`config.mk`:
```
export PLATFORM = sky130hd
export DESIGN_NAME = voice_patch_ctrl
export DESIGN_NICKNAME = d
export VERILOG_FILES = /design/src/rtl/vm2413_pkg.sv /design/src/rtl/patch_wr_fifo.sv /design/src/rtl/voice_patch_ctrl.sv
export SDC_FILE = /design/constraint.sdc
export NUM_CORES = 1
export LEC_CHECK = 0
export CAP_MARGIN = 20
export CORE_MARGIN = 2
export CORE_UTILIZATION = 26
export CTS_BUF_LIST = sky130_fd_sc_hd__clkbuf_4 sky130_fd_sc_hd__clkbuf_8
export DETAILED_ROUTE_END_ITERATION = 10
export PLACE_DENSITY = 0.55
export SYNTH_ARGS = -nofsm -noshare
export SYNTH_HDL_FRONTEND = slang
export SYNTH_SLANG_ARGS = --single-unit
```
`constraint.sdc`:
```
create_clock -name clk -period 2.14 [get_ports clk]
set_input_delay 0.535 -clock clk [delete_from_list [all_inputs] [get_ports clk]]
set_output_delay 0.535 -clock clk [all_outputs]
set_load 0.02 [all_outputs]
```
`src/rtl/vm2413_pkg.sv`:
```
// Shared VM2413 voice-memory types, user-patch IDs and the user-patch register field map.
package vm2413_pkg;

  typedef struct packed {
    logic       am;
    logic       pm;
    logic       eg;
    logic       kr;
    logic [3:0] ml;
    logic [1:0] kl;
    logic [5:0] tl;
    logic       wf;
    logic [2:0] fb;
    logic [3:0] ar;
    logic [3:0] dr;
    logic [3:0] sl;
    logic [3:0] rr;
  } VOICE_TYPE;

  typedef logic [5:0] VOICE_ID_TYPE;

  localparam VOICE_ID_TYPE USER_MOD_ID   = 6'd0;
  localparam VOICE_ID_TYPE USER_CAR_ID   = 6'd1;
  localparam int           PATCH_ENTRY_W = 11;

  typedef enum logic [2:0] {
    ST_INIT,
    ST_IDLE,
    ST_RD,
    ST_WT,
    ST_WR,
    ST_NEXT
  } vp_state_t;

  // $03 starts on the modulator; its carrier pass is selected later via car_pass.
  function automatic VOICE_ID_TYPE patch_target(input logic [2:0] addr);
    return (addr == 3'd1 || addr == 3'd5 || addr == 3'd7) ? USER_CAR_ID : USER_MOD_ID;
  endfunction

  function automatic VOICE_TYPE patch_merge(input VOICE_TYPE v, input logic [2:0] addr,
                                            input logic [7:0] d, input logic car_pass);
    VOICE_TYPE r;
    r = v;
    case (addr)
      3'd0, 3'd1: {r.am, r.pm, r.eg, r.kr, r.ml} = d;
      3'd2:       {r.kl, r.tl} = d;
      3'd3: begin
        if (car_pass) begin
          r.kl = d[7:6];
          r.wf = d[4];
        end else begin
          {r.wf, r.fb} = d[3:0];
        end
      end
      3'd4, 3'd5: {r.ar, r.dr} = d;
      default:    {r.sl, r.rr} = d;
    endcase
    return r;
  endfunction

endpackage

```
`src/rtl/patch_wr_fifo.sv`:
```
// Register-write queue: {addr[2:0], data[7:0]} entries, head visible combinationally.
module patch_wr_fifo #(
  parameter int DEPTH = 4,
  parameter int W     = 11
) (
  input  logic         clk,
  input  logic         reset_n,
  input  logic         push,
  input  logic [W-1:0] push_data,
  input  logic         pop,
  output logic [W-1:0] head,
  output logic         empty,
  output logic         full
);

  localparam int            AW       = (DEPTH > 1) ? $clog2(DEPTH) : 1;
  localparam logic [AW:0]   FULL_CNT = DEPTH[AW:0];

  logic [W-1:0]  mem [DEPTH];
  logic [AW-1:0] wr_ptr;
  logic [AW-1:0] rd_ptr;
  logic [AW:0]   count;
  logic          do_push;
  logic          do_pop;

  assign empty   = (count == '0);
  assign full    = (count == FULL_CNT);
  assign do_pop  = pop && !empty;
  // A pop frees the slot the same cycle, so a push into a full queue can still land.
  assign do_push = push && (!full || do_pop);
  assign head    = mem[rd_ptr];

  always_ff @(posedge clk) begin
    if (!reset_n) begin
      wr_ptr <= '0;
      rd_ptr <= '0;
      count  <= '0;
    end else begin
      if (do_push) wr_ptr <= wr_ptr + 1'b1;
      if (do_pop)  rd_ptr <= rd_ptr + 1'b1;
      case ({do_push, do_pop})
        2'b10:   count <= count + 1'b1;
        2'b01:   count <= count - 1'b1;
        default: count <= count;
      endcase
    end
  end

  always_ff @(posedge clk) begin
    if (do_push) mem[wr_ptr] <= push_data;
  end

endmodule

```
`src/rtl/voice_patch_ctrl.sv`:
```
// Applies queued CPU user-patch register writes to voice memory by read-modify-write.
module voice_patch_ctrl
  import vm2413_pkg::*;
#(
  parameter int INIT_CYCLES = 116,
  parameter int FIFO_DEPTH  = 4
) (
  input  logic         clk,
  input  logic         reset_n,
  input  logic         reg_wr,
  input  logic [2:0]   reg_addr,
  input  logic [7:0]   reg_data,
  output logic         reg_ready,
  output VOICE_ID_TYPE vm_rwaddr,
  input  VOICE_TYPE    vm_odata,
  output VOICE_TYPE    vm_idata,
  output logic         vm_wr,
  output logic         busy,
  output logic         overflow,
  output vp_state_t    dbg_state
);

  localparam int CW = $clog2(INIT_CYCLES + 1);

  // reg_wr/reg_ready: a write is taken on a rising edge where both are high;
  // reg_wr with reg_ready low is dropped and latches overflow.
  vp_state_t                state;
  logic [CW-1:0]            init_cnt;
  logic [2:0]               cur_addr;
  logic [7:0]               cur_data;
  logic                     car_pass;
  logic [PATCH_ENTRY_W-1:0] fifo_head;
  logic                     fifo_empty;
  logic                     fifo_full;
  logic                     fifo_pop;

  assign reg_ready = !fifo_full;
  assign fifo_pop  = (state == ST_IDLE) && !fifo_empty;
  assign busy      = (state != ST_IDLE) || !fifo_empty;
  assign dbg_state = state;

  patch_wr_fifo #(
    .DEPTH (FIFO_DEPTH),
    .W     (PATCH_ENTRY_W)
  ) u_fifo (
    .clk       (clk),
    .reset_n   (reset_n),
    .push      (reg_wr && reg_ready),
    .push_data ({reg_addr, reg_data}),
    .pop       (fifo_pop),
    .head      (fifo_head),
    .empty     (fifo_empty),
    .full      (fifo_full)
  );

  always_ff @(posedge clk) begin
    if (!reset_n) begin
      state     <= ST_INIT;
      init_cnt  <= '0;
      vm_wr     <= 1'b0;
      vm_rwaddr <= '0;
      vm_idata  <= '0;
      overflow  <= 1'b0;
      cur_addr  <= '0;
      cur_data  <= '0;
      car_pass  <= 1'b0;
    end else begin
      vm_wr <= 1'b0;
      if (reg_wr && !reg_ready) overflow <= 1'b1;
      case (state)
        ST_INIT: begin
          if (init_cnt == CW'(INIT_CYCLES - 1)) state <= ST_IDLE;
          else                                  init_cnt <= init_cnt + 1'b1;
        end
        ST_IDLE: begin
          if (!fifo_empty) begin
            cur_addr  <= fifo_head[10:8];
            cur_data  <= fifo_head[7:0];
            car_pass  <= 1'b0;
            vm_rwaddr <= patch_target(fifo_head[10:8]);
            state     <= ST_RD;
          end
        end
        ST_RD: state <= ST_WT;
        // Read data arrives here and is merged straight into the write word.
        ST_WT: begin
          vm_idata <= patch_merge(vm_odata, cur_addr, cur_data, car_pass);
          vm_wr    <= 1'b1;
          state    <= ST_WR;
        end
        ST_WR: state <= (cur_addr == 3'd3 && !car_pass) ? ST_NEXT : ST_IDLE;
        ST_NEXT: begin
          car_pass  <= 1'b1;
          vm_rwaddr <= USER_CAR_ID;
          state     <= ST_RD;
        end
        default: state <= ST_INIT;
      endcase
    end
  end

endmodule

```
==> flow_summary_export.csv <==
group,metric,value,unit
run_status,status,"finished clean",
logic_synthesis,synthAdderAreaFrac,0.0203,
cells_and_area,final-instance-count-excl-fill,772,
placed_design,place_ws,-0.279,ns
floorplanning,die_y,138,um
global_route,grt_first_pass_wirelength,18.2,mm
floorplanning,dieWidth,138,um
logic_synthesis,synth_commonest_cells,"dfxtp_1 (70), nor2_1 (55), edfxtp_1 (44)",
logic_synthesis,synth_cell_type_count,43,
worst_setup_path,worstPathRequired,2.49,ns
clocking,h-tree-depth,4,
logic_synthesis,ys_seq_area_frac,0.582,
clocking,cts.sinks,114,
sta,clock_skew,0.00530,ns
floorplanning,row_count,49,
power,p_per_area,729,nW/um^2
floorplanning,core,17800,sq um
sta,slew_headroom,0.609,
sta,period_needed,2.13,ns
global_route,grt_max_degree,75,
drt,firstDrtPassIters,4,
sta,whs,0.493,ns
logic_synthesis,syn_avg_cell_area,11.2,sq um
floorplanning,die_area,19100,sq um
cells_and_area,area_growth,39.4,%
placed_design,io_buffers,93,
power,finalPower,4750,uW
sta,hold_viol_final,0,
clocking,clock_path_buffers,2,
sta,slew_viol_final,0,
power,p_leak,0.00230,uW
clocking,cts_inserted_buffers,17,
logic_synthesis,yosysWarnings,0,
logic_synthesis,synth_compound_area_frac,0.105,
logic_synthesis,ys.flop_type,"dfxtp_1",
logic_synthesis,synth_edf_count,44,
cells_and_area,fillerInstances,1752,
sta,rsz0062_at_grt,"yes",
logic_synthesis,synth_simple_gate_area_frac,0.136,
min_path,hold_path.class,"register to register",
worst_setup_path,cp.arrival,2.48,ns
power,peakVddDrop,384,uV
drt,post-route-drc-count,0,
logic_synthesis,post-synth-top-count-cell,"dfxtp_1",
drt,totalWireLength,11.7,mm
cells_and_area,diodes,0,
drt,drt_iter0_drc,138,
drt,vias_per_cell,4.55,
sta,worst_pin_slew,0.587,ns
placed_design,place_congestion,0.727,
logic_synthesis,ys_seq_elements,114,
run,maxCapViolations,0,
logic_synthesis,synth_area_leaders,"dfxtp_1 (30%), edfxtp_1 (28%), mux4_2 (5.3%)",
cells_and_area,num-nets-final,587,
sta,fmax,470,MHz
logic_synthesis,synth-async-reset-ratio,0,
clocking,ctsRootBufferMaster,"clkbuf_8",
worst_setup_path,setup.worst_path.end_class,"register",
worst_setup_path,cp_max_fo,2,
sta,finalCritPeriodShare,0.994,
worst_setup_path,worstSetupStartpointType,"register",
drt,via_count,3516,
placed_design,dp_cells,739,
sta,setup_viol,0,
logic_synthesis,yosysTopAreaCell,"dfxtp_1",
logic_synthesis,yosys.area.top_type_share,0.300,
logic_synthesis,muxShareOfSynthArea,0.0979,
sta,layout_setup_ws,0.0131,ns
logic_synthesis,syn_area,4680,sq um
cells_and_area,drive_above_1_share,0.158,
worst_setup_path,path_class,"register to register",
clocking,cts_tree,"yes",
global_route,overflow,0,
global_route,antenna_found_initial,0,
global_route,grt_usage,0.123,
logic_synthesis,synthXorXnorAreaFrac,0.0206,
floorplanning,ios,99,
logic_synthesis,synthCells,417,
drt,antenna_left,0,
floorplanning,start_util,0.263,
clocking,clk_latency,0.42,ns
logic_synthesis,synth_top_family_by_area,"simple AND/OR/NAND/NOR gates",
clocking,path_clk_slew,0.06,ns
placed_design,hpwl,8.23,mm
drt,wl_per_cell,15.2,um
global_route,grt_pass1_vias,3526,
==> timing repair <==
item                       in CTS  in global routing
hold buffers                    0                  0
buffers inserted                1                  0
cloned                          0                  0
setup endpoints to repair       3                  3
resized for setup               8                  5
==> layout by cell type (no fill, tap or decap), drive strengths merged, types with 4 or more instances in the layout <==
cell type	instances
a211oi	16
a21oi	19
a311oi	16
and3	5
buf	26
bufinv	4
clkbuf	19
clkdlybuf4s50	90
clkinv	8
conb	5
dfxtp	70
edfxtp	44
ha	6
inv	10
mux2i	21
mux4	11
nand2	43
nand2b	5
nand3	10
nor2	55
o21ai	17
xor2	8
==> report_power, final <==
part	internal [uW]	switching [uW]	total, uW
Sequential	2310	20.4	2330
Combinational	175	141	315
Clock	1270	833	2110
==> path summary, 6_finish.rpt <==
check | startpoint | slack (ns) | endpoint | cells after the start
min reg2reg | overflow$_SDFFE_PN0P_ | 0.49 | overflow$_SDFFE_PN0P_ | 2
max | u_fifo.count[1]$_SDFFE_PN0P_ | 0.01 | u_fifo.count[2]$_SDFFE_PN0P_ | 9
min | overflow$_SDFFE_PN0P_ | 0.49 | overflow$_SDFFE_PN0P_ | 2
max reg2reg | u_fifo.count[1]$_SDFFE_PN0P_ | 0.01 | u_fifo.count[2]$_SDFFE_PN0P_ | 9
==> critical path, cell delays in order (launching register included) <==
cell and delay, ns:
dfxtp_2 0.32, or3b_4 0.40, and2_4 0.16, inv_4 0.06, ha_4 0.12, inv_1 0.04
fa_2 0.33, xor2_1 0.16, or3_1 0.34, a21oi_1 0.13
==> per-stage QoR <==
step                setup TNS, ns  cell area [sq um]   util
floorplan                       0               4720      -
global placement           -0.266               6060  0.341
detailed placement         -0.389               6060  0.341
CTS                             0               6500  0.366
global route              -0.0568               6520  0.367
finish                          0               6520  0.367
==> state kept, by name, indices dropped and copies added (netlist names), named ones only <==
register and cells:
vm_rwaddr 1, dbg_state 3, vm_wr 1, u_fifo.count 3, u_fifo.wr_ptr 2, cur_data 8
u_fifo.mem 44, init_cnt 7, cur_addr 3, car_pass 1, u_fifo.rd_ptr 2, overflow 1
vm_idata 36
==> kinds of logic after synthesis <==
kind of cell / after synthesis
adders and majority gates: 7
other: 1
AOI/OAI and AO/OA: 75
and+or+nand+nor: 138
muxes: 32
xor gates and xnor gates: 11
buffers and inverters: 39
DFF: 114
==> cell type report <==
cell class,count,area [sq um],area share
clock buffers,19,249,0.0382
clock inverters,13,166,0.0255
inverters,10,40.0,0.00614
multi-input cells,268,1840,0.282
flip-flops and latches,114,2740,0.420
well taps,229,287,0.0440
repair buffers,119,1200,0.185
==> routing by layer <==
metal	track usage	vias up	share of wire
met5	0	-	0
met4	0.0424	0	0.013
met3	0.0409	11	0.049
met2	0.201	81	0.49
met1	0.152	1698	0.45
li1	-	1726	-
(Power assumes the default switching activity.)
